**config.mk**
```make
export PLATFORM = sky130hd
export DESIGN_NAME = alu_serial_flat
export DESIGN_NICKNAME = d
export VERILOG_FILES = /design/src/rtl/alu_serial_if.sv /design/src/rtl/alu_serial.sv /design/src/flat_wrapper.sv
export SDC_FILE = /design/constraint.sdc
export NUM_CORES = 1
export LEC_CHECK = 0
export CORE_UTILIZATION = 39
export CTS_BUF_LIST = sky130_fd_sc_hd__clkbuf_2 sky130_fd_sc_hd__clkbuf_4 sky130_fd_sc_hd__clkbuf_8
export DETAILED_ROUTE_END_ITERATION = 16
export GPL_TIMING_DRIVEN = 0
export PLACE_DENSITY = 0.71
export SYNTH_ARGS = -nofsm -noshare
export SYNTH_HDL_FRONTEND = slang
export SYNTH_SLANG_ARGS = --single-unit
```
**constraint.sdc**
```tcl
create_clock -name clk -period 2.05 [get_ports clk]
set_input_delay 0.3075 -clock clk [delete_from_list [all_inputs] [get_ports clk]]
set_output_delay 0.3075 -clock clk [all_outputs]
set_load 0.02 [all_outputs]
```
**src/rtl/alu_serial_if.sv**
```systemverilog
// Operand/result bus of the bit-serial ALU: request channel (a, b, op) and
// response channel (result plus status flags).
// Both channels use valid/ready: a transfer happens on a rising clk edge where
// valid and ready are both high; the source holds its payload stable while
// valid is high and ready is low.
interface alu_serial_if #(
    parameter int WIDTH = 8
);
    logic             in_valid;
    logic             in_ready;
    logic [WIDTH-1:0] a;
    logic [WIDTH-1:0] b;
    logic [1:0]       op;
    logic             out_valid;
    logic             out_ready;
    logic [WIDTH-1:0] result;
    logic             cout;
    logic             zero;
    logic             ovf;

    modport master (
        output in_valid, a, b, op, out_ready,
        input  in_ready, out_valid, result, cout, zero, ovf
    );

    modport slave (
        input  in_valid, a, b, op, out_ready,
        output in_ready, out_valid, result, cout, zero, ovf
    );
endinterface

```
**src/rtl/alu_serial.sv**
```systemverilog
// Bit-serial NOR/XOR/ADD/SUB ALU: one 1-bit slice plus a carry register,
// stepped LSB-first, one operand bit per clock.
module alu_serial #(
    parameter int WIDTH = 8
) (
    input  logic       clk,
    input  logic       rst_n,
    alu_serial_if.slave bus,
    output logic [1:0] dbg_state_o
);
    localparam int CW = $clog2(WIDTH + 1);
    localparam logic [CW-1:0] LAST_BIT = CW'(WIDTH - 1);
    localparam logic [CW-1:0] FIN_CNT  = CW'(WIDTH);

    typedef enum logic [1:0] {
        IDLE = 2'd0,
        RUN  = 2'd1,
        DONE = 2'd2
    } state_t;

    state_t           state_q;
    logic             alive_q;
    logic [WIDTH-1:0] a_q, b_q, sh_q, result_q;
    logic [1:0]       op_q;
    logic [CW-1:0]    cnt_q;
    logic             carry_q, cmsb_q;
    logic             out_valid_q, cout_q, zero_q, ovf_q;

    logic accept, arith, b_bit, s_bit, c_next;

    // alive_q keeps in_ready low while reset is asserted.
    assign bus.in_ready = alive_q & ((state_q == IDLE) |
                                     ((state_q == DONE) & bus.out_ready));
    assign accept       = bus.in_valid & bus.in_ready;
    assign arith        = op_q[1];
    assign b_bit        = b_q[0] ^ (op_q == 2'b11);
    assign c_next       = (a_q[0] & b_bit) | (carry_q & (a_q[0] ^ b_bit));

    always_comb begin
        s_bit = 1'b0;
        case (op_q)
            2'b00:   s_bit = ~(a_q[0] | b_q[0]);
            2'b01:   s_bit = a_q[0] ^ b_q[0];
            default: s_bit = a_q[0] ^ b_bit ^ carry_q;
        endcase
    end

    always_ff @(posedge clk or negedge rst_n) begin
        if (!rst_n) begin
            state_q     <= IDLE;
            alive_q     <= 1'b0;
            a_q         <= '0;
            b_q         <= '0;
            sh_q        <= '0;
            result_q    <= '0;
            op_q        <= 2'b00;
            cnt_q       <= '0;
            carry_q     <= 1'b0;
            cmsb_q      <= 1'b0;
            out_valid_q <= 1'b0;
            cout_q      <= 1'b0;
            zero_q      <= 1'b0;
            ovf_q       <= 1'b0;
        end else begin
            alive_q <= 1'b1;
            if (accept) begin
                a_q         <= bus.a;
                b_q         <= bus.b;
                op_q        <= bus.op;
                sh_q        <= '0;
                cnt_q       <= '0;
                carry_q     <= (bus.op == 2'b11);
                cmsb_q      <= 1'b0;
                out_valid_q <= 1'b0;
                state_q     <= RUN;
            end else begin
                case (state_q)
                    RUN: begin
                        if (cnt_q == FIN_CNT) begin
                            // All bits shifted in: publish result and flags together.
                            result_q    <= sh_q;
                            zero_q      <= (sh_q == '0);
                            cout_q      <= arith & carry_q;
                            ovf_q       <= arith & (cmsb_q ^ carry_q);
                            out_valid_q <= 1'b1;
                            state_q     <= DONE;
                        end else begin
                            sh_q  <= {s_bit, sh_q[WIDTH-1:1]};
                            a_q   <= a_q >> 1;
                            b_q   <= b_q >> 1;
                            cnt_q <= cnt_q + CW'(1);
                            if (arith) carry_q <= c_next;
                            if (cnt_q == LAST_BIT) cmsb_q <= carry_q;
                        end
                    end
                    DONE: begin
                        if (bus.out_ready) begin
                            out_valid_q <= 1'b0;
                            state_q     <= IDLE;
                        end
                    end
                    default: ;
                endcase
            end
        end
    end

    assign bus.out_valid = out_valid_q;
    assign bus.result    = result_q;
    assign bus.cout      = cout_q;
    assign bus.zero      = zero_q;
    assign bus.ovf       = ovf_q;
    assign dbg_state_o   = state_q;
endmodule

```
**src/flat_wrapper.sv**
```systemverilog
// flat-port wrapper written by rule: the top's interface ports become plain ports
module alu_serial_flat 
#(
    parameter int WIDTH = 8
)
  (clk, rst_n, dbg_state_o, bus_in_valid, bus_a, bus_b, bus_op, bus_out_ready, bus_in_ready, bus_out_valid, bus_result, bus_cout, bus_zero, bus_ovf);
  alu_serial_if #(.WIDTH(WIDTH)) bus_i ();
  input  logic clk;
  input  logic rst_n;
  output logic [1:0] dbg_state_o;
  input wire logic [$bits(bus_i.in_valid)-1:0] bus_in_valid;
  input wire logic [$bits(bus_i.a)-1:0] bus_a;
  input wire logic [$bits(bus_i.b)-1:0] bus_b;
  input wire logic [$bits(bus_i.op)-1:0] bus_op;
  input wire logic [$bits(bus_i.out_ready)-1:0] bus_out_ready;
  output wire logic [$bits(bus_i.in_ready)-1:0] bus_in_ready;
  output wire logic [$bits(bus_i.out_valid)-1:0] bus_out_valid;
  output wire logic [$bits(bus_i.result)-1:0] bus_result;
  output wire logic [$bits(bus_i.cout)-1:0] bus_cout;
  output wire logic [$bits(bus_i.zero)-1:0] bus_zero;
  output wire logic [$bits(bus_i.ovf)-1:0] bus_ovf;
  assign bus_i.in_valid = bus_in_valid;
  assign bus_i.a = bus_a;
  assign bus_i.b = bus_b;
  assign bus_i.op = bus_op;
  assign bus_i.out_ready = bus_out_ready;
  assign bus_in_ready = bus_i.in_ready;
  assign bus_out_valid = bus_i.out_valid;
  assign bus_result = bus_i.result;
  assign bus_cout = bus_i.cout;
  assign bus_zero = bus_i.zero;
  assign bus_ovf = bus_i.ovf;
  alu_serial #(.WIDTH(WIDTH)) u_core (.clk(clk), .rst_n(rst_n), .bus(bus_i), .dbg_state_o(dbg_state_o));
endmodule
```
* After elaboration in Yosys (flattened, before gate mapping)
Cells that the tools add are included.
** Storage, ports and cells
- Flip-flop bits (word level) :: 47
- Bits in latches :: 0
- RAM bits :: 0
- ROM bits :: 0
- Output and inout port bits :: 15
- Word-level logic and storage cells :: 83
- Memories kept :: 0
** Cells by class
- Add/sub/neg operators :: 1
- Multipliers :: 0
- Div/mod/pow operators :: 0
- $lt $le $gt $ge :: 0
- Equality and inequality tests :: 10
- Shift-type cells :: 0
- Muxes and demuxes :: 29
- Bitwise gates (word level) :: 17
- Reductions and logical operators :: 12
** Operators with widths (count)
- 8-bit 2-to-1 mux :: 9
- 4-bit 2-to-1 mux :: 3
- 3-bit AND reduction :: 4
- 1-bit 2-to-1 mux :: 11
- 8-bit logical NOT :: 1
- 1-bit bitwise AND :: 7
- 2-bit equality test (second input constant) :: 3
- 2-bit 2-to-1 mux :: 3
- 2-bit nonzero test :: 3
- 1-bit XOR :: 5
- 4-bit by 1-bit adder with 4-bit output (second input constant) :: 1
- 2-bit by 1-bit equality test with 1-bit output (second input constant) :: 2
- 4-bit by 3-bit equality test with 1-bit output (second input constant) :: 1
- 4-bit equality test (second input constant) :: 1
- 2-bit logical NOT :: 2
- 1-bit case mux with 2 select lines :: 2
- 2-bit case mux with 2 select lines :: 1
- 3-bit by 1-bit != test with 1-bit output (second input constant) :: 1
- 3-bit by 2-bit != test with 1-bit output (second input constant) :: 1
- 1-bit bitwise OR :: 3
- 3-bit nonzero test :: 1
- 2-bit by 1-bit != test with 1-bit output (second input constant) :: 1
- 1-bit NOT :: 2
- 2-bit AND reduction :: 1

* Longest topological paths before layout
Gate-level depths: netlist of run 1.
- Depth after elaboration :: 9
- Depth in mapped cells :: 7

* Worst setup path after synthesis of run 1
No wires, ideal clock.
- Path type :: reg2reg
- From :: register u_core.state_q[0] (netlist: u_core.dbg_state_o[0])
- To :: register u_core.a_q[5]
- Setup time :: 0.082 ns
- Data arrival time :: 1.616 ns
- Required time :: 1.968 ns
- Slack :: 0.352 ns
- Stages on the path, launching flop included :: 8
- Buffers on the path :: 2
- Period minus slack after synthesis :: 1.698 ns
- Path through :: dfrtp_1 inv_1 ha_1 a21oi_1 buf_2 clkbuf_1 nor3_1 a31oi_1
** Between the ends
- Longest elaborated chain between the ends :: 7
- Elaborated cells between the ends (all ways) :: 11
- Classes of those cells :: eq/ne (3); mux (1); bitwise (4); reduce/logical (3)
** RTL lines
- start: declaration :: line alu_serial.sv:21 : state_t state_q;
- start signal: assignment :: line alu_serial.sv:50 : state_q <= IDLE;
- start signal: assignment :: line alu_serial.sv:75 : state_q <= RUN;
- start signal: assignment :: line alu_serial.sv:86 : state_q <= DONE;
- 2-bit equality test :: line alu_serial.sv:33 : ((state_q == DONE) & bus.out_ready));
- 1-bit bitwise AND :: line alu_serial.sv:33
- 1-bit bitwise OR :: line alu_serial.sv:32 : assign bus.in_ready = alive_q & ((state_q == IDLE) |
- 1-bit bitwise AND :: line alu_serial.sv:32
- 1-bit bitwise AND :: line alu_serial.sv:34 : assign accept = bus.in_valid & bus.in_ready;
- 2-bit by 1-bit != test with 1-bit output (no line) / 2-bit nonzero test (equally long branches)
- 2-bit AND reduction (no line)
- end signal: assignment :: line alu_serial.sv:67 : a_q <= bus.a;
- end signal: assignment :: line alu_serial.sv:89 : a_q <= a_q >> 1;
- end: declaration :: line alu_serial.sv:23 : logic [WIDTH-1:0] a_q, b_q, sh_q, result_q;
Several ways; a longest one is shown, not always the timed one.
A chain may end at the register's enable or synchronous reset.

==> results of run 1 <==
registers in the layout (all words and copies together), names as in the netlist, 2 cells and up:
| register | count |
|---|---|
| u_core.sh_q | 8 |
| u_core.cnt_q | 4 |
| u_core.bus.result | 8 |
| u_core.op_q | 2 |
| u_core.b_q | 8 |
| u_core.a_q | 8 |
cell usage after synthesis, drive strengths merged, types with 2 or more instances:
master / number
a22o: 2
nand2: 11
clkbuf: 9
nor4: 2
buf: 9
nand4: 2
a21oi: 13
a31oi: 15
nor3: 14
mux2: 11
inv: 8
ha: 6
xor2: 2
nand3: 23
o21ai: 31
dfrtp: 46
nor2: 4
nand4b: 2
repair_timing:
item                                    in CTS  in global routing
setup buffers                                2                  0
endpoints found under the hold margin        9                  0
endpoints found under the setup margin       1                  2
hold buffers                                 1                  0
pin swaps                                    0                  0
gates resized for setup                      2                  3
final cells by class:
| type | instances | area [sq um] |
|---|---|---|
| Fill cell | 519 | 2670 |
| Sequential cell | 46 | 1150 |
| Multi-Input combinational cell | 153 | 967 |
| Timing Repair Buffer | 40 | 395 |
| Buffer | 18 | 90.1 |
| Tap cell | 72 | 90.1 |
| Clock buffer | 5 | 68.8 |
| Clock inverter | 3 | 43.8 |
| Inverter | 8 | 30.0 |
layout by cell type (no fill, tap or decap), types with 2 or more instances in the layout:
cell type	n
mux2_2	10
xor2_1	2
nand4b_1	2
nor2_1	3
o21ai_0	24
buf_4	4
nor4_1	2
nand3_1	23
inv_1	8
nand4_1	2
buf_2	7
dfrtp_1	45
clkdlybuf4s50_1	34
a21oi_1	13
a22o_1	2
a31oi_1	15
clkbuf_8	5
nand2_1	11
ha_1	6
nor3_1	14
o21ai_1	7
clkbuf_1	9
metal layers:
layer  vias up  global-route usage  part of all wire
li1        909                   -                 -
met3         4              0.0412             0.049
met4         0              0.0623             0.010
met5         -                   0                 0
met1       924               0.248              0.45
met2        53               0.296              0.49
power groups by stage:
stage / sequential (W) / combinational, W / clock, W
6_report: 0.00158 / 0.00173 / 0.000696
2_1_floorplan: 0.00166 / 0.00102 / 0
4_1_cts: 0.00157 / 0.00174 / 0.000708
5_1_grt: 0.00164 / 0.00194 / 0.000746
3_5_place_dp: 0.00160 / 0.00168 / 0
3_3_place_gp: 0.00159 / 0.00163 / 0
critical path, stage by stage, from the launching register on:
cell	delay (ps)
dfrtp_2	440
ha_1	240
a21oi_1	160
buf_4	140
buf_4	160
clkbuf_1	370
nor3_1	120
a31oi_1	170
metrics by stage:
stage | power (W) | setup WS, ps | cells
2_1_floorplan | 0.00267 | 352 | 225
3_3_place_gp | 0.00322 | -650 | 333
3_5_place_dp | 0.00328 | -112 | 334
4_1_cts | 0.00402 | 82.8 | 345
5_1_grt | 0.00433 | 46.1 | 345
6_report | 0.00401 | 174 | 345
path summary, 6_finish.rpt:
check                                     start                   end  depth (start not counted)
setup / recovery           u_core.bus.out_valid         u_core.a_q[4]                          7
hold / removal                            rst_n  u_core.bus.result[3]                          2
setup reg to reg           u_core.bus.out_valid         u_core.a_q[4]                          7
hold reg to reg                  u_core.bus.ovf        u_core.bus.ovf                          2
max in group asynchronous                 rst_n  u_core.bus.out_valid                          3
min in group clk                 u_core.bus.ovf        u_core.bus.ovf                          2
cells by family (layout without fill, tap and decap cells):
family	after synthesis	count (layout)	synth area share
AOI/OAI and AO/OA	66	66	0.167
and+or+nand+nor	64	64	0.149
DFF	46	46	0.515
buffers and inverters	26	74	0.0526
muxes	12	12	0.0599
adders and majority gates	7	7	0.0425
xor gates and xnor gates	3	3	0.0118
other	1	1	0.00168
==> flow_summary.ini, run 1 <==
[route]
wl_mm = 5.02
drcViolationCount = 0
via_per_inst = 5.48
ant_nets = 0
drt_iter0_drc = 167
wire_per_inst_um = 14.5
drt_first_pass_iters = 4
num_vias = 1890

[timing]
hold_violations = 0
fin_crit_ps = 1880
slew_violations = 0
setup-tns-final_ps = 0
period_share = 0.915
fmax_ghz = 0.533
max-slew-margin-rel = 0.665
rsz0062_at_grt = false
worst_pin_slew_ps = 502
finalSetupViolCount = 0
whs_ps = 388
skew_ps = 2.72

[power_and_ir_drop]
pwr-share-comb = 0.433
vdd_drop_max_mv = 0.526
p_int_w = 0.00248
power_frac_seq = 0.393
p_clk_frac = 0.174
powerDensity_mw_per_mm2 = 1410
p_leak_nw = 1.20
swShare = 0.380
switchingPower_w = 0.00152

[floorplan]
dieArea_sq_mm = 0.00604
num_rows = 27
dieWidth_um = 77.7
die_h_um = 77.7
start_util = 0.406
core_sq_mm = 0.00551
io_pins = 37

[finish]
antenna_cells = 0
fin_area_sq_mm = 0.00284
nets = 301
drive_above_1_share = 0.125
post-route-util = 0.515
syn_to_final_growth_pct = 26.9

[grt]
antenna_found_initial = 0
grt_pass1_vias = 1828
grt_usage = 0.185
grt_max_degree = 38
overflow = 0
grt_pass1_wl_mm = 8.82

[placed_design]
hpwl_mm = 3.37
place_congestion = 0.771
io_buffers = 36
dpl_cell_area_sq_mm = 0.00270

[setup_path]
cp.required_ps = 2280
endpoint_kind = flip-flop
critPathKind = reg2reg
r2r_slack_ps = 170
cp_data_arrival_time_ps = 2110
cp_max_fo = 10
start_kind = flip-flop

[yosys]
synthCells = 225
synth-seq-cells = 46
ys_top_cells_by_area = dfrtp_1, o21ai_0, nand3_1, mux2_2, a31oi_1
synth_edf_count = 0
seq_area_frac_synth = 0.515
synth_top_area_frac = 0.515
synth-main-ff-cell = dfrtp_1
ys_types = 38
synth_warnings = 0
synth_nets = 254
avgSynthCellArea_sq_um = 9.94
synth_top_cell_by_area = dfrtp_1
synthArstFlopShare = 1.00
synth_area_sq_mm = 0.00224

[worst_hold_path]
hold_class = in2async

[cts]
numClockSinks = 46
root_buffer = clkbuf_8
cts_tree = built
clock_path_buffers = 2
clkLatencyLatePin_ps = 310
h-tree-depth = 2
cts_made_buffers = 5
clk_pin_slew_ps = 90

[outcome]
outcome = finished clean

[flow_run]
drv_cap = 0
Note: power is estimated with default switching activity, not from simulation.
==> run 2, diff against run 1 <==
--- a/config.mk
+++ b/config.mk
@@ -9,7 +9,8 @@
 export CTS_BUF_LIST = sky130_fd_sc_hd__clkbuf_2 sky130_fd_sc_hd__clkbuf_4 sky130_fd_sc_hd__clkbuf_8
 export DETAILED_ROUTE_END_ITERATION = 16
 export GPL_TIMING_DRIVEN = 0
-export PLACE_DENSITY = 0.71
+export PLACE_DENSITY = 0.73
+export SLEW_MARGIN = 20
 export SYNTH_ARGS = -nofsm -noshare
 export SYNTH_HDL_FRONTEND = slang
 export SYNTH_SLANG_ARGS = --single-unit
==> constraint.sdc (replaced) <==
create_clock -name clk -period 1.5 [get_ports clk]
set_input_delay 0.225 -clock clk [delete_from_list [all_inputs] [get_ports clk]]
set_output_delay 0.225 -clock clk [all_outputs]
set_load 0.02 [all_outputs]
==> flow_summary.ini, run 2 (synthesized netlist as in run 1, its figures left out) <==
[outcome]
outcome = finished with violations
violations = negative setup slack

[setup_path]
critPathKind = reg2reg
cp_max_fo = 6
r2r_slack_ps = -190
cp.required_ps = 1690
endpoint_kind = flip-flop
start_kind = flip-flop
cp_data_arrival_time_ps = 1880

[power_and_ir_drop]
p_leak_nw = 1.50
vdd_drop_max_mv = 1.28
powerDensity_mw_per_mm2 = 1860

[finish]
multi_input_area_sq_mm = 0.00121
regArea_sq_mm = 0.00115
post-route-util = 0.605
fillers = 483
layout_common_cells = dfrtp_1, nand3_1, clkdlybuf4s50_1
drive_above_1_share = 0.384
nets = 322
antenna_cells = 0
syn_to_final_growth_pct = 49.1
mostFrequentLayoutCell = dfrtp_1

[route]
wire_per_inst_um = 15.5
drt_first_pass_iters = 4
drcViolationCount = 0
via_per_inst = 5.47
ant_nets = 0
wl_mm = 5.67
drt_iter0_drc = 92
num_vias = 2002

[cts]
cts_tree = built
h-tree-depth = 2
root_buffer = clkbuf_8
numClockSinks = 46
clock_path_buffers = 2
clkLatencyLatePin_ps = 310
clk_pin_slew_ps = 90
cts_made_buffers = 5

[floorplan]
die_h_um = 77.7
num_rows = 27
core_sq_mm = 0.00551
dieWidth_um = 77.7
start_util = 0.406
io_pins = 37
dieArea_sq_mm = 0.00604

[placed_design]
hpwl_mm = 3.47
place_congestion = 0.796
io_buffers = 36

[grt]
grt_max_degree = 26
grt_pass1_vias = 2026
grt_pass1_wl_mm = 9.38
antenna_found_initial = 0
grt_usage = 0.200
overflow = 0

[timing]
fmax_ghz = 0.592
skew_ps = 7.88
period_share = 1.13
fin_crit_ps = 1690
max-slew-margin-rel = 0.586
slew_violations = 0
rsz0062_at_grt = true
finalSetupViolCount = 34
hold_violations = 0
worst_pin_slew_ps = 621
setup_ws_ps = -189
whs_ps = 464

[worst_hold_path]
hold_class = in2async

[flow_run]
drv_cap = 0
-- run 2: changes by cell type in the layout (fill, tap and decap cells not counted), sizes merged --
cell	previous run	this run
buf	13	39
clkdlybuf4s50	34	20
dlygate4sd2	0	8
dlymetal6s2s	0	5
clkbuf	15	12
clkinvlp	0	2
inv	9	7
bufinv	1	0
-- run 2: path summary, 6_finish.rpt --
check / from / endpoint / depth (start not counted)
setup / recovery: u_core.dbg_state_o[0] / u_core.op_q[1] / 7
hold / removal: rst_n / u_core.bus.result[3] / 2
max in group asynchronous: rst_n / u_core.op_q[1] / 3
hold reg to reg: u_core.bus.cout / u_core.bus.cout / 2
setup reg to reg: u_core.dbg_state_o[0] / u_core.op_q[1] / 7
min in group clk: u_core.bus.cout / u_core.bus.cout / 2
-- run 2: cell type report --
cell class,count,area share
buffer,17,0.0383
clock buffer,6,0.0248
clock inverter,2,0.00375
sequential,46,0.346
inverter,8,0.0116
timing repair buffer,62,0.184
multi-input combinational,153,0.364
tap,72,0.0270
-- run 2: report_power, final --
part	switching (W)	internal, W
clock	0.000431	0.000371
sequential	0.000404	0.00178
combinational	0.00159	0.00161
total	0.00243	0.00376
-- run 2: per-stage QoR --
stage	area (sq um)	total power [W]	TNS, ps	instances	worst slack, ps
3_3_place_gp	2740	0.00450	-58920	333	-1260
4_1_cts	3210	0.00603	-2310	363	-148
5_1_grt	3330	0.00663	-4510	366	-227
3_5_place_dp	2760	0.00460	-9200	334	-451
2_1_floorplan	2290	0.00376	-141	225	-41.2
6_report	3330	0.00618	-2820	366	-189
-- run 2: worst max-delay path, stage by stage (launching register included) --
cell and delay [ps]:
dfrtp_2 450, inv_4 90, ha_4 130, a21oi_2 50, buf_4 140, buf_8 130
nor2_4 260, mux2_4 330
-- run 2: what timing repair did --
action / CTS / global route
hold buffers: 1 / 0
gates resized for setup: 78 / 44
buffers inserted: 19 / 5
gates cloned: 1 / 0
hold endpoints to repair: 24 / 0
pin swaps: 4 / 11
endpoints found under the setup margin: 43 / 47
-- run 2: routing by layer --
metal / GRT usage / share of wire
met5: 0 / 0
met4: 0.0736 / 0.019
met3: 0.0376 / 0.044
met2: 0.349 / 0.50
met1: 0.245 / 0.43
==> run 3, diff against run 2 <==
--- a/config.mk
+++ b/config.mk
@@ -10,7 +10,7 @@
 export DETAILED_ROUTE_END_ITERATION = 16
 export GPL_TIMING_DRIVEN = 0
 export PLACE_DENSITY = 0.73
-export SLEW_MARGIN = 20
+export SLEW_MARGIN = 40
 export SYNTH_ARGS = -nofsm -noshare
 export SYNTH_HDL_FRONTEND = slang
 export SYNTH_SLANG_ARGS = --single-unit
==> flow_summary.ini, run 3 (synthesized netlist as in run 1, its figures left out) <==
[finish]
antenna_cells = 0
fillers = 479
nets = 315
fin_area_sq_mm = 0.00328
stdcell_count = 358
drive_above_1_share = 0.329
post-route-util = 0.596
syn_to_final_growth_pct = 46.8
mostFrequentLayoutCell = dfrtp_1
layout_common_cells = dfrtp_1, nand3_1, clkdlybuf4s50_1

[timing]
setup_ws_ps = -120
hold_violations = 0
rsz0062_at_grt = true
skew_ps = 5.39
fin_crit_ps = 1620
fmax_ghz = 0.617
period_share = 1.08
finalSetupViolCount = 27
slew_violations = 0

[setup_path]
r2r_slack_ps = -120
worst-path-buf-inv = 3
cp_data_arrival_time_ps = 1800
r2r-start = u_core.bus.out_valid
critPathKind = reg2reg
worstPathCellList = inv_4, ha_4, a21oi_4, buf_6, buf_8, nor2_4, mux2_4
cp_max_fo = 5
start_kind = flip-flop
r2r-end = u_core.op_q[1]
r2r_cells = 7
endpoint_kind = flip-flop
cp_slowest_cell = dfrtp_2
cp_top_family = flip-flops
cp.required_ps = 1680
max_stage_delay_ps = 460

[floorplan]
start_util = 0.406
dieArea_sq_mm = 0.00604
core_sq_mm = 0.00551
num_rows = 27
dieWidth_um = 77.7
io_pins = 37
die_h_um = 77.7

[route]
ant_nets = 0
drt_first_pass_iters = 4
drcViolationCount = 0
via_per_inst = 5.56
drt_iter0_drc = 125
wire_per_inst_um = 15.8
num_vias = 1991
wl_mm = 5.66

[power_and_ir_drop]
pwr-share-comb = 0.522
power_frac_seq = 0.355
switchingPower_w = 0.00240
p_int_w = 0.00379
power_w = 0.00618
powerDensity_mw_per_mm2 = 1880
vdd_drop_max_mv = 1.02
swShare = 0.388
p_clk_frac = 0.123
p_leak_nw = 1.58

[cts]
h-tree-depth = 2
cts_made_buffers = 5
numClockSinks = 46
cts_tree = built
clk_pin_slew_ps = 80
root_buffer = clkbuf_8
clock_path_buffers = 2
clkLatencyLatePin_ps = 300

[grt]
grt_pass1_vias = 1933
grt_usage = 0.200
overflow = 0
grt_max_degree = 35
antenna_found_initial = 0
grt_pass1_wl_mm = 9.32

[placed_design]
dpl_cell_area_sq_mm = 0.00276
io_buffers = 36
dp_cells = 334
place_congestion = 0.796
post-place-ws_ps = -452
hpwl_mm = 3.45

[flow_run]
drv_cap = 0

[worst_hold_path]
hold_class = in2async

[outcome]
outcome = finished with violations
violations = negative setup slack
run 3: cell types whose count changed in the layout (fill, tap and decap cells not counted), moves of 6 or more:
cell            before  now
a21oi_1              1    8
a21oi_2             12    4
dlygate4sd2_1        8    2
dlymetal6s2s_1       5   11
nor3_2              10    4
run 3: stage by stage:
stage          hold WS (ps)  TNS [ps]
2_1_floorplan         -70.6      -141
3_3_place_gp            461    -58920
3_5_place_dp           89.8     -8870
4_1_cts                 301     -1110
5_1_grt                 312     -2580
6_report                306     -1020
run 3: area by class of cell:
cell class	count	area (sq um)	area share
buffer	17	144	0.0438
clock buffer	7	83.8	0.0255
inverter	8	38.8	0.0118
multi-input combinational	153	1210	0.368
sequential	46	1150	0.352
tap	72	90.1	0.0274
timing repair buffer	55	563	0.171
run 3: how the worst max path moves through the flow:
stage                           endpoint  cells after the start  slack, ps                   from
floorplan           u_core.bus.result[5]                      5        -40   u_core.bus.out_valid
detailed placement          bus_in_ready                      5       -450          bus_out_ready
global placement    u_core.bus.out_valid                      1      -1260                  rst_n
CTS                         bus_in_ready                      6       -140  u_core.dbg_state_o[0]
finish                    u_core.op_q[1]                      7       -120   u_core.bus.out_valid
global route              u_core.op_q[0]                      7       -150   u_core.bus.out_valid
run 3: worst register-to-register path, cell delays in order (launching register included):
cell and delay, ps:
dfrtp_2 460, inv_4 90, ha_4 140, a21oi_4 30
buf_6 120, buf_8 130, nor2_4 210, mux2_4 320
run 3: what timing repair did:
action,4_1_cts,5_1_grt
hold buffers,1,0
buffers inserted,16,1
hold endpoints to repair,12,0
endpoints found under the setup margin,42,55
pin swaps,8,6
resized for setup,63,43
cloned,0,0
run 3: routing by layer:
metal  up-vias  wire (um)  track usage
met5         -          0            0
met4         0         87       0.0642
met3        10        244       0.0376
met2        65       2830        0.348
met1       983       2500        0.248
li1        933          -            -
run 3: power by group through the flow:
stage / Combinational, W / Clock (W) / Sequential [W]
after global placement: 0.00230 / 0 / 0.00219
after detailed placement: 0.00238 / 0 / 0.00222
final: 0.00322 / 0.000763 / 0.00219
after global routing: 0.00350 / 0.000830 / 0.00226
after floorplan: 0.00146 / 0 / 0.00229
after CTS: 0.00306 / 0.000787 / 0.00217
==> RTL change 1, RTL diff (settings of run 1) <==
`WIDTH` is set to 8 in 3 places; all go to 16.
--- a/src/rtl/alu_serial_if.sv
+++ b/src/rtl/alu_serial_if.sv
@@ -5,5 +5,5 @@
 // valid is high and ready is low.
 interface alu_serial_if #(
-    parameter int WIDTH = 8
+    parameter int WIDTH = 16
 );
     logic             in_valid;
--- a/src/rtl/alu_serial.sv
+++ b/src/rtl/alu_serial.sv
@@ -2,5 +2,5 @@
 // stepped LSB-first, one operand bit per clock.
 module alu_serial #(
-    parameter int WIDTH = 8
+    parameter int WIDTH = 16
 ) (
     input  logic       clk,
--- a/src/flat_wrapper.sv
+++ b/src/flat_wrapper.sv
@@ -2,5 +2,5 @@
 module alu_serial_flat 
 #(
-    parameter int WIDTH = 8
+    parameter int WIDTH = 16
 )
   (clk, rst_n, dbg_state_o, bus_in_valid, bus_a, bus_b, bus_op, bus_out_ready, bus_in_ready, bus_out_valid, bus_result, bus_cout, bus_zero, bus_ovf);
Interface: changed (resized bus_a, bus_b and bus_result); port bits go from 37 to 61. No check against the original RTL was run, so the function may have changed too.
==> RTL change 1 against run 1 <==
First-iteration DRC count is 26% higher; sequential power is 68% higher; combinational power is 85% higher; worst setup slack worse by 0.0034 ns; synthesized cell count is 69% higher; clock skew is 0.0096 ns higher; sequential cell count is 33 higher; power is 76% higher; wire length is 86% higher; largest power group unchanged; fmax is 0.18% lower; global-route usage is 0.97 points higher; area after synthesis is 69% higher; cell area is 68% higher; largest cell class unchanged.
==> RTL change 1: results <==
[status]
outcome = finished, final reports clean

[routing]
wl_per_cell_um = 15.9
wirelength_um = 9340
post_drt_via_cell_ratio = 5.61
met2WireLength_um = 4440

[placed_design]
place_ws_ns = -0.131
dpl-instance-area_um2 = 4570
gp_congestion = 0.837
io_buffer_count = 60
dp_cells = 570
dp_hpwl_um = 6330

[setup_path]
crit_arrival_ns = 1.57
cp_slowest_cell = dfrtp_1
crit_family = flip-flops

[clock_network]
clk_latency_ns = 0.36
postCtsResizedCells = 1
post_cts_buffers = 1
numCtsBuffers = 9

[global_route]
track_usage = 0.195
first_global_vias = 3360
use_met1 = 0.247
grt_pass1_wl_um = 15500

[synthesis]
syn_nets = 426
avgSynthCellArea_um2 = 9.94
synthTopCellsByCount = 79 x dfrtp_1, 57 x o21ai_0, 47 x nand3_1
synth_xor_area_frac = 0.00695
yosysSeqAreaShare = 0.523
yosys-top-cells-area = dfrtp_1 52%, o21ai_0 7.5%, nand3_1 6.2%

[pwr]
p_leak_nw = 1.96
p_switching_mw = 2.92
peakVddDrop_mv = 0.614

[timing]
skew_ns = 0.0123
fin_hold_ws_ns = 0.346

[layout]
fin_nets = 500
## RTL change 1: final cells by class
| cell class | instances | area [µm²] | area share |
|---|---|---|---|
| buffer | 36 | 165 | 0.0346 |
| clock buffer | 10 | 131 | 0.0275 |
| clock inverter | 5 | 58.8 | 0.0123 |
| inverter | 10 | 37.5 | 0.00786 |
| multi-input combinational | 255 | 1610 | 0.336 |
| sequential | 79 | 1980 | 0.414 |
| tap | 129 | 161 | 0.0338 |
| timing repair buffer | 63 | 638 | 0.134 |
## RTL change 1: power by group through the flow
stage / clock network [mW] / logic, mW / registers (mW)
after floorplan: 0 / 1.99 / 2.74
after global placement: 0 / 3.03 / 2.65
after detailed placement: 0 / 3.16 / 2.68
after CTS: 1.19 / 3.19 / 2.65
after global routing: 1.23 / 3.53 / 2.74
final: 1.17 / 3.20 / 2.66
==> RTL change 2, RTL diff (config.mk and constraints of run 1) <==
Made on the original files. One comparison of `cnt_q` changes from == to >=.
--- a/src/rtl/alu_serial.sv
+++ b/src/rtl/alu_serial.sv
@@ -91,5 +91,5 @@
                             cnt_q <= cnt_q + CW'(1);
                             if (arith) carry_q <= c_next;
-                            if (cnt_q == LAST_BIT) cmsb_q <= carry_q;
+                            if (cnt_q >= LAST_BIT) cmsb_q <= carry_q;
                         end
                     end
Function: no difference found for any inputs over 10 cycles, from zero or initial values and one cycle with rst_n low; that may be too few to reach the edited logic, so the function may still have changed.
==> RTL change 2 against run 1 <==
The flow now finishes with violations (negative hold slack); via count rose by 0.95%; sequential cell count did not move; worst setup slack improved by 0.048 ns; area after synthesis rose by 0.28%; wire length rose by 0.16%; cell area fell by 0.31%; power fell by 2.3%; critical path type unchanged; largest power group unchanged.
==> RTL change 2: results <==
[synthesis]
muxShareOfSynthArea = 0.0597
synth.distinct_cells = 36
syn_nets = 257
synth-compound-area-share = 0.174
yosysSeqAreaShare = 0.513
synthTopCellsByCount = 46 x dfrtp_1, 33 x o21ai_0, 23 x nand3_1
avgSynthCellArea_um2 = 9.83
yosys_warnings = 0
ys.flop_type = dfrtp_1
yosys-top-cells-area = dfrtp_1 51%, o21ai_0 7.4%, mux2_2 5.5%
yosys.area_share.adder = 0.0424
ys_async_sr_fraction = 1.00
synth_xor_area_frac = 0.0117

[pwr]
p_switching_mw = 1.52
p_leak_nw = 1.18
peakVddDrop_mv = 0.817
p_seq_frac = 0.408
comb_power_share = 0.450
p_per_area_nw_per_um2 = 1380
switching_share = 0.388

[global_route]
antenna_found_initial = 0
grt_max_degree = 25
track_usage = 0.184
grt_pass1_wl_um = 8790

[timing]
fin_hold_ws_ns = -0.00852
finalHoldViolCount = 8
maxSlewHeadroom = 0.622
skew_ns = 0.00717
period_minus_slack_ns = 1.83

[clock_network]
cts_htree_levels = 2
ctsLongestPathBuffers = 2
numCtsBuffers = 5

[routing]
dr_total_vias = 1908
drt_iter0_markers = 137
post_drt_via_cell_ratio = 5.50
wl_per_cell_um = 14.5

[layout]
fin_nets = 303
fill_cells = 529
drive_above_1_share = 0.138

[setup_path]
worstReg2RegEnd = u_core.a_q[4]$_DFFE_PN0P_
crit_arrival_ns = 2.00
regToRegSetupSlack_ns = 0.22
worstSetupStartpoint = u_core.dbg_state_o[1]$_DFFE_PN0P_
reg2reg_depth = 8
critPathCaptureType = flop

[placed_design]
dp_hpwl_um = 3560
dp_cells = 337
dpl-instance-area_um2 = 2720
place_ws_ns = -0.216
gp_congestion = 0.808

[status]
violations = negative hold slack
outcome = complete, but fails checks

[run]
maxCapViolCount = 0
RTL change 2: final cells by class:
cell class	instances	area share
Sequential cell	46	0.407
Multi-Input combinational cell	155	0.345
Timing Repair Buffer	39	0.139
Buffer	19	0.0349
Tap cell	72	0.0318
Clock buffer	6	0.0270
Inverter	8	0.0106
Clock inverter	2	0.00487
RTL change 2: metal layers:
metal | global-route usage | routed length, µm | up-vias
met2 | 0.304 | 2420 | 55
met5 | 0 | 0 | -
met3 | 0.0282 | 217 | 7
met1 | 0.242 | 2320 | 931
met4 | 0.0679 | 66 | 0
li1 | - | - | 915
RTL change 2: what timing repair did:
item,in CTS,in global routing
gates resized for setup,3,6
pin swaps,1,0
hold buffers,0,0
buffers inserted,2,0
endpoints found under the setup margin,1,11
RTL change 2: worst max-delay path: stages (launching register included):
cell and delay [ns]:
dfrtp_1 0.43, inv_1 0.08, ha_1 0.21, a21oi_2 0.14, buf_4 0.15, or2_2 0.10
clkbuf_1 0.22, buf_2 0.27, a31oi_1 0.11
